**config.mk**
```make
export PLATFORM = sky130hd
export DESIGN_NAME = bp_update_ctrl
export DESIGN_NICKNAME = d
export VERILOG_FILES = /design/src/rtl/bp_pkg.sv /design/src/rtl/bp_upd_fifo.sv /design/src/rtl/bp_update_ctrl.sv
export SDC_FILE = /design/constraint.sdc
export NUM_CORES = 1
export LEC_CHECK = 0
export BUFFER_PORTS_ARGS = -buffer_cell sky130_fd_sc_hd__buf_4
export CAP_MARGIN = 0
export CORE_MARGIN = 1
export CORE_UTILIZATION = 55
export CTS_CLUSTER_DIAMETER = 100
export DETAILED_ROUTE_END_ITERATION = 8
export PLACE_DENSITY_LB_ADDON = 0.08
export SETUP_SLACK_MARGIN = 0.2
export SLEW_MARGIN = 20
export SYNTH_ARGS = -nofsm -noshare
export SYNTH_HDL_FRONTEND = slang
export SYNTH_SLANG_ARGS = --single-unit
```
**constraint.sdc**
```tcl
create_clock -name clk -period 7.9 [get_ports clk]
set_clock_uncertainty 0.1 [all_clocks]
set_input_delay 2.37 -clock clk [delete_from_list [all_inputs] [get_ports clk]]
set_output_delay 2.37 -clock clk [all_outputs]
set_load 0.02 [all_outputs]
```
**src/rtl/bp_pkg.sv**
```systemverilog
// Shared types and helpers for the two-level branch predictor update path:
// 2-bit counter encoding, the update FSM states and the saturating-counter step.
package bp_pkg;

    localparam int BHT_DEPTH_DEF  = 10;
    localparam int PHT_DEPTH_DEF  = 6;
    localparam int FIFO_DEPTH_DEF = 4;

    // Gray-style encoding: the MSB is the predicted direction.
    typedef enum logic [1:0] {
        SNT = 2'b00,
        WNT = 2'b01,
        WT  = 2'b11,
        ST  = 2'b10
    } ctr_e;

    typedef enum logic [1:0] {
        INIT,
        IDLE,
        READ,
        UPDATE
    } state_e;

    function automatic logic [1:0] next_ctr(input logic [1:0] ctr, input logic taken);
        logic [1:0] nxt;
        case (ctr)
            SNT:     nxt = taken ? WNT : SNT;
            WNT:     nxt = taken ? WT  : SNT;
            WT:      nxt = taken ? ST  : WNT;
            default: nxt = taken ? ST  : WT;
        endcase
        return nxt;
    endfunction

endpackage

```
**src/rtl/bp_upd_fifo.sv**
```systemverilog
// Circular outcome queue; pointers carry an extra wrap bit so full and empty
// are distinguishable without a separate counter register.
module bp_upd_fifo #(
    parameter int WIDTH = 12,
    parameter int DEPTH = 4
) (
    input  logic                       clk,
    input  logic                       rst,
    input  logic                       push,
    input  logic [WIDTH-1:0]           din,
    input  logic                       pop,
    output logic                       full,
    output logic                       empty,
    output logic [WIDTH-1:0]           head,
    output logic [$clog2(DEPTH):0]     count
);

    localparam int PW = $clog2(DEPTH);

    logic [WIDTH-1:0] mem_q [DEPTH];
    logic [PW:0]      wr_q, wr_d;
    logic [PW:0]      rd_q, rd_d;

    assign empty = (wr_q == rd_q);
    assign full  = (wr_q[PW] != rd_q[PW]) && (wr_q[PW-1:0] == rd_q[PW-1:0]);
    assign count = wr_q - rd_q;
    assign head  = mem_q[rd_q[PW-1:0]];

    always_comb begin
        wr_d = wr_q;
        rd_d = rd_q;
        if (push && !full) wr_d = wr_q + (PW+1)'(1);
        if (pop && !empty) rd_d = rd_q + (PW+1)'(1);
    end

    // NOTE: sequential state uses non-blocking assignments so every flop samples pre-edge values.
    always_ff @(posedge clk or posedge rst) begin
        if (rst) begin
            wr_q <= '0;
            rd_q <= '0;
        end else begin
            wr_q <= wr_d;
            rd_q <= rd_d;
        end
    end

    // NOTE: storage is not reset; the pointers alone define which entries are valid.
    always_ff @(posedge clk) begin
        if (push && !full) mem_q[wr_q[PW-1:0]] <= din;
    end

endmodule

```
**src/rtl/bp_update_ctrl.sv**
```systemverilog
// Serialises resolved branch outcomes into BHT/PHT read-modify-writes and
// walks both tables to clear them after reset.
module bp_update_ctrl
    import bp_pkg::*;
#(
    parameter int BHT_DEPTH  = BHT_DEPTH_DEF,
    parameter int PHT_DEPTH  = PHT_DEPTH_DEF,
    parameter int FIFO_DEPTH = FIFO_DEPTH_DEF
) (
    input  logic                 clk,
    input  logic                 rst,
    input  logic                 branchM,
    input  logic                 stallM,
    input  logic [31:0]          pcM,
    input  logic                 actual_takeM,
    input  logic                 pred_takeM,
    output logic                 upd_stall,
    output logic                 init_done,
    output logic [BHT_DEPTH-1:0] bht_raddr,
    input  logic [PHT_DEPTH-1:0] bht_rdata,
    output logic                 bht_we,
    output logic [BHT_DEPTH-1:0] bht_waddr,
    output logic [PHT_DEPTH-1:0] bht_wdata,
    output logic [PHT_DEPTH-1:0] pht_raddr,
    input  logic [1:0]           pht_rdata,
    output logic                 pht_we,
    output logic [PHT_DEPTH-1:0] pht_waddr,
    output logic [1:0]           pht_wdata,
    output logic [31:0]          branch_cnt,
    output logic [31:0]          mispred_cnt
);

    localparam int EW = BHT_DEPTH + 2;
    localparam int CW = $clog2(FIFO_DEPTH) + 1;
    localparam logic [BHT_DEPTH:0] PHT_ENTRIES = (BHT_DEPTH+1)'(1) << PHT_DEPTH;

    state_e               state_q, state_d;
    logic [BHT_DEPTH-1:0] idx_q, idx_d;
    logic                 started_q, started_d;
    logic                 init_done_q, init_done_d;
    logic [PHT_DEPTH-1:0] bhr_q, bhr_d;
    logic [31:0]          branch_cnt_q, branch_cnt_d;
    logic [31:0]          mispred_cnt_q, mispred_cnt_d;

    logic                 fifo_full, fifo_empty, push, pop;
    logic [EW-1:0]        fifo_head;
    logic [CW-1:0]        fifo_count;
    logic [BHT_DEPTH-1:0] head_idx;
    logic                 head_act, head_pred;
    logic                 unused_pc;

    assign unused_pc = ^{pcM[31:BHT_DEPTH+2], pcM[1:0]};

    // Full is the pre-edge view, so a same-cycle pop never admits this push.
    assign push      = branchM & ~stallM & ~fifo_full;
    assign upd_stall = branchM & ~stallM & fifo_full;

    bp_upd_fifo #(.WIDTH(EW), .DEPTH(FIFO_DEPTH)) u_fifo (
        .clk   (clk),
        .rst   (rst),
        .push  (push),
        .din   ({pcM[BHT_DEPTH+1:2], actual_takeM, pred_takeM}),
        .pop   (pop),
        .full  (fifo_full),
        .empty (fifo_empty),
        .head  (fifo_head),
        .count (fifo_count)
    );

    assign head_idx  = fifo_head[EW-1:2];
    assign head_act  = fifo_head[1];
    assign head_pred = fifo_head[0];

    assign bht_raddr   = head_idx;
    assign pht_raddr   = bhr_q;
    assign init_done   = init_done_q;
    assign branch_cnt  = branch_cnt_q;
    assign mispred_cnt = mispred_cnt_q;

    // NOTE: every output of this block is defaulted first so no path can infer a latch.
    always_comb begin
        state_d       = state_q;
        idx_d         = idx_q;
        started_d     = 1'b1;
        init_done_d   = init_done_q;
        bhr_d         = bhr_q;
        branch_cnt_d  = branch_cnt_q;
        mispred_cnt_d = mispred_cnt_q;
        pop           = 1'b0;
        bht_we        = 1'b0;
        bht_waddr     = head_idx;
        bht_wdata     = {bhr_q[PHT_DEPTH-2:0], head_act};
        pht_we        = 1'b0;
        pht_waddr     = bhr_q;
        pht_wdata     = next_ctr(pht_rdata, head_act);

        case (state_q)
            INIT: begin
                // The cycle reset is released writes nothing; the walk starts one edge later.
                if (started_q) begin
                    bht_we    = 1'b1;
                    bht_waddr = idx_q;
                    bht_wdata = '0;
                    pht_we    = ({1'b0, idx_q} < PHT_ENTRIES);
                    pht_waddr = idx_q[PHT_DEPTH-1:0];
                    pht_wdata = WT;
                    if (idx_q == '1) begin
                        state_d     = IDLE;
                        init_done_d = 1'b1;
                    end else begin
                        idx_d = idx_q + BHT_DEPTH'(1);
                    end
                end
            end
            IDLE: begin
                if (!fifo_empty) state_d = READ;
            end
            READ: begin
                bhr_d   = bht_rdata;
                state_d = UPDATE;
            end
            UPDATE: begin
                pht_we        = 1'b1;
                bht_we        = 1'b1;
                pop           = 1'b1;
                branch_cnt_d  = branch_cnt_q + 32'd1;
                mispred_cnt_d = mispred_cnt_q + 32'(head_pred ^ head_act);
                state_d       = (push || (fifo_count > CW'(1))) ? READ : IDLE;
            end
            default: state_d = INIT;
        endcase
    end

    always_ff @(posedge clk or posedge rst) begin
        if (rst) begin
            state_q       <= INIT;
            idx_q         <= '0;
            started_q     <= 1'b0;
            init_done_q   <= 1'b0;
            bhr_q         <= '0;
            branch_cnt_q  <= '0;
            mispred_cnt_q <= '0;
        end else begin
            state_q       <= state_d;
            idx_q         <= idx_d;
            started_q     <= started_d;
            init_done_q   <= init_done_d;
            bhr_q         <= bhr_d;
            branch_cnt_q  <= branch_cnt_d;
            mispred_cnt_q <= mispred_cnt_d;
        end
    end

endmodule

```
; Yosys cells after proc, flatten, opt, wreduce, memory -nomap -nowiden
; Memories as Yosys holds them, arrays and structs flattened.
; Cells that the tools add are included.
[classes]
order_cmp = 2
bitwise = 7
n_mux = 25
n_addsub = 6
reduce_logical = 11
n_eq_ne = 12
[op_table]
columns = operator, count
row1 = adder 32 x 1 -> 32 bit, 1
row2 = adder 32 x 1 -> 32 bit (second input constant), 1
row3 = two-way mux 6 bit, 4
row4 = two-way mux 10 bit, 2
row5 = two-way mux 2 bit, 8
row6 = adder 10 x 1 -> 10 bit (second input constant), 1
row7 = == test 10 bit (second input constant), 1
row8 = less-than comparator 10 x 7 -> 1 bit (second input constant), 1
row9 = AND reduction 3 bit, 3
row10 = one-hot mux 2 bit (4 select lines), 1
row11 = two-way mux 1 bit, 7
row12 = adder 3 x 1 -> 3 bit (second input constant), 2
row13 = == test 2 bit (second input constant), 3
row14 = inequality test 2 bit (second input constant), 3
row15 = one-hot mux 2 bit (3 select lines), 1
row16 = == test 2 x 1 -> 1 bit (second input constant), 2
row17 = logical NOT 2 bit, 2
row18 = one-hot mux 1 bit (2 select lines), 2
row19 = bitwise AND 1 bit, 3
row20 = == test 3 bit, 1
row21 = > comparator 3 x 1 -> 1 bit (second input constant), 1
row22 = logical AND 1 bit, 3
row23 = inverter 1 bit, 3
row24 = subtractor 3 bit, 1
row25 = 5 further kinds, 6
[totals]
ff_bits = 90
memories = 1
output_inout_bits = 108
ram_bits = 48
[memory_table]
columns = name, depth, width, rd, rd_ports_with_merged_regs, wr, line
row1 = u_fifo.mem_q, 4, 12, 1, 0, 1, bp_upd_fifo.sv:20  ; logic [WIDTH-1:0] mem_q [DEPTH];

; Longest topological paths before layout
[depth]
depth_word = 7
mapped_depth = 8

; Hierarchy
; From an unflattened synthesis, not the netlist that was laid out.
[hier_totals]
hier_cells = 504
area_unflattened_um2 = 6354.8
[modules_own_cells]
columns = mod, n_inst, cells_each, seq_area_each_um2, area_per_inst_um2
row1 = bp_update_ctrl, 1, 396, 2102.0, 4166.5
row2 = bp_upd_fifo, 1, 108, 1591.5, 2188.3

; Worst setup path before layout
; No wires, ideal clock.
[synth_path]
path_type = input to output
start = input stallM
end = output upd_stall
path_buffers = 0
t_arrival_ns = 3.037
required_time_ns = 5.430
path_slack_ns = 2.393
path_stages = 2
path_cell_list = nand2b_1 > nor3_1
[synth_between]
elab_chain_cells = 3
[synth_rtl]
columns = item, line
row1 = start: declaration, bp_update_ctrl.sv:13  ; input logic stallM,
row2 = inverter 1 bit, bp_update_ctrl.sv:56  ; assign upd_stall = branchM & ~stallM & fifo_full;
row3 = bitwise AND 1 bit (2 in series), bp_update_ctrl.sv:56
row4 = end: declaration, bp_update_ctrl.sv:17  ; output logic upd_stall,
; Every way passes these cells.

; Final worst setup path
; Same ends and word-level chain as after synthesis.

==> run summary <==
Final hold violations: 0
Max-cap violations: 0
Post-Synthesis Net Count: 551
Crit path max fanout: 3
Yosys reg bits: 138
Initial core utilization: 0.571
Worst-path cell chain: buf_4, nand2b_1, nor3_1, buf_4
Via-per-instance ratio: 5.45
Fraction of registers with async set or reset after synthesis: 0.652
Post-DRT Antenna Nets: 0
Root buf cell: clkbuf_16
Slew headroom: 0.365
HP Class: reg2reg
NumNets Final: 691
Setup TNS: 0 ns
DRC: 0
Num CTS Buffers: 17
Max incr delay on CP: 0.21 ns
Worst skew pair latency: 0.42 ns
GPL Wtd Cong: 0.820
Core area: 0.0109 mm2
H-tree depth: 4
Post-synthesis sequential area ratio: 0.592
Wirelength, routed: 12.9 mm
Vias after detailed routing: 4261
Number of port buffers: 131
Critical path required time: 5.43 ns
Ys flop type: dfrtp_1
Mapped Cells: 489
Share of cells above drive strength 1: 0.307
Placed insts: 750
Clk sinks: 138
Largest cells by area after synthesis: dfrtp_1 (36%), edfxtp_1 (23%), xnor2_1 (7.6%)
Detail Route met2 WL: 6.51 mm
Row count: 38
Endpoint type of the worst setup path: output pin
Largest net degree at the start of global routing: 52
Die area: 0.0118 mm2
Yosys top cell area share: 0.361
Buf/Inv on CP: 2
Antenna Cells: 0
Cts repair resizes: 0
Die X: 109 um
DRT iter0 DRCs: 246
First-pass GRT wire length: 20.7 mm
Vias in the first global route: 4144
Outcome: finished clean
RSZ-0062 raised after global routing: false
Setup violations, final: 0
Crit path top cell by count: buf_4
Fin cells: 782
Slew of the pin with the lowest slew margin: 0.945 ns
VDD IR max: 218 uV
PwrDens: 343 mW/mm2
Top cell type by total area after synthesis: dfrtp_1
Share of the cycle needed by the critical path after routing: 0.699
Slew Viols, Final: 0
Post-Syn Area: 0.00624 mm2
Synthesized area per cell: 12.8 um2
Gr ovfl total: 0
CTS tree: built
Critical Path AT: 3.06 ns
CP Class: in2out
Ports: 154
Longest Clk Path Bufs: 2
Wire per inst: 16.5 um
CP Launch Type: primary input
WL met1: 5.81 mm
Post-CTS setup buffer count: 0
Synth warn: 0
GRT Overall Usage: 0.233
Fmax: 181 MHz
EDFF count, synth: 48
Cts hold-fix bufs: 0
Slowest CP cell: nor3_1
Clk slew on worst S/H paths: 0.06 ns
Area delta synth->final: 26.9%
LEAKAGE: 3.67 nW
Top layer in use: met4
Die Y: 109 um
Hpwl dp: 8.83 mm
Min cycle time layout: 5.53 ns
Crit-path leading delay family: simple AND/OR/NAND/NOR gates
Initial antenna violation count: 0
WL met3: 471 um
First drt pass iteration count: 4
Synth cell types: 45
[cell usage after synthesis, types with 2 or more instances]
cell	instances
ha_1	15
and3_1	12
mux4_2	12
clkbuf_1	8
nand3_1	30
and2_1	8
and4_1	9
nor3_1	10
mux2_2	11
a31o_2	2
dfrtp_1	90
and2_0	2
or3_1	3
inv_1	17
o21ai_0	3
nand2_1	70
nand4_2	2
a31oi_1	3
nor2_1	11
xor2_1	23
edfxtp_1	48
nor4_4	3
xnor2_1	54
nor4_1	3
nand4_1	17
nand2b_1	3
a41oi_1	2
[power by group]
part           total [mW]  internal (mW)  switching [mW]
logic               0.991          0.443           0.548
registers           0.981          0.849           0.132
clock network       0.745          0.416           0.330
total                2.72           1.71            1.01
[metrics by stage]
stage | util | power, mW | hold slack [ns] | instance area, um2 | setup slack [ns]
floorplan | - | 1.60 | 0.359 | 6240 | 2.39
global placement | 0.674 | 1.96 | 0.360 | 7370 | 2.38
detailed placement | 0.674 | 1.99 | 0.365 | 7370 | 2.38
CTS | 0.724 | 2.74 | 0.376 | 7920 | 2.38
global route | 0.724 | 2.87 | 0.405 | 7920 | 2.31
finish | 0.724 | 2.72 | 0.371 | 7920 | 2.37
[path summary, 6_finish.rpt]
check                          startpoint              end  slack (ns)  cells after the start
max                                stallM        upd_stall        2.37                      4
min                        branch_cnt[31]   branch_cnt[31]        0.37                      1
max reg2reg                u_fifo.rd_q[0]  mispred_cnt[12]        4.10                      8
min reg2reg                branch_cnt[31]   branch_cnt[31]        0.37                      1
max in group asynchronous             rst         idx_q[1]        4.66                      3
min in group asynchronous             rst    branch_cnt[9]        1.93                      2
[state kept, by name, indices dropped and copies added (netlist names)]
signal,count
branch_cnt,32
u_fifo.rd_q,3
init_done,1
u_fifo.mem_q,48
state_q,2
idx_q,10
pht_raddr,6
mispred_cnt,32
u_fifo.wr_q,3
started_q,1
[cell families after synthesis]
logic type	synth area share
simple gates	0.165
flops	0.592
xor+xnor	0.112
buf+inv	0.0172
mux	0.0647
fa+ha+maj	0.0333
compound gates	0.0158
other cells	0.000601
[worst register-to-register path, stage by stage (launching register included)]
cell and delay, ns:
dfrtp_1 0.93, mux4_2 0.70, xor2_1 0.27, ha_1 0.23, ha_1 0.17, nand2_1 0.10, nor3_1 0.77, and4_1 0.31
xor2_1 0.14
[cells in the final DEF (no fill, tap or decap), types with 12 or more instances in the layout]
| cell type | count |
|---|---|
| buf_4 | 132 |
| dfrtp_1 | 90 |
| nand2_1 | 70 |
| xnor2_1 | 54 |
| edfxtp_1 | 48 |
| nand3_1 | 30 |
| xor2_1 | 23 |
| nand4_1 | 17 |
| clkbuf_16 | 17 |
| inv_1 | 16 |
| ha_1 | 15 |
| and3_1 | 12 |
| mux4_2 | 12 |
[cell type report]
type	instances	area [um2]
flip-flops and latches	138	3690
fillers	762	3010
multi-input cells	323	2440
repair buffers	132	991
clock buffers	18	429
well taps	140	175
clock inverters	14	128
inverters	17	65.1
[metal layers]
layer  up-vias  GRT usage
met4         0     0.0579
met1      2141      0.307
met5         -          0
met2        81      0.381
li1       2027          -
met3        12     0.0645
(Power assumes the default switching activity.)
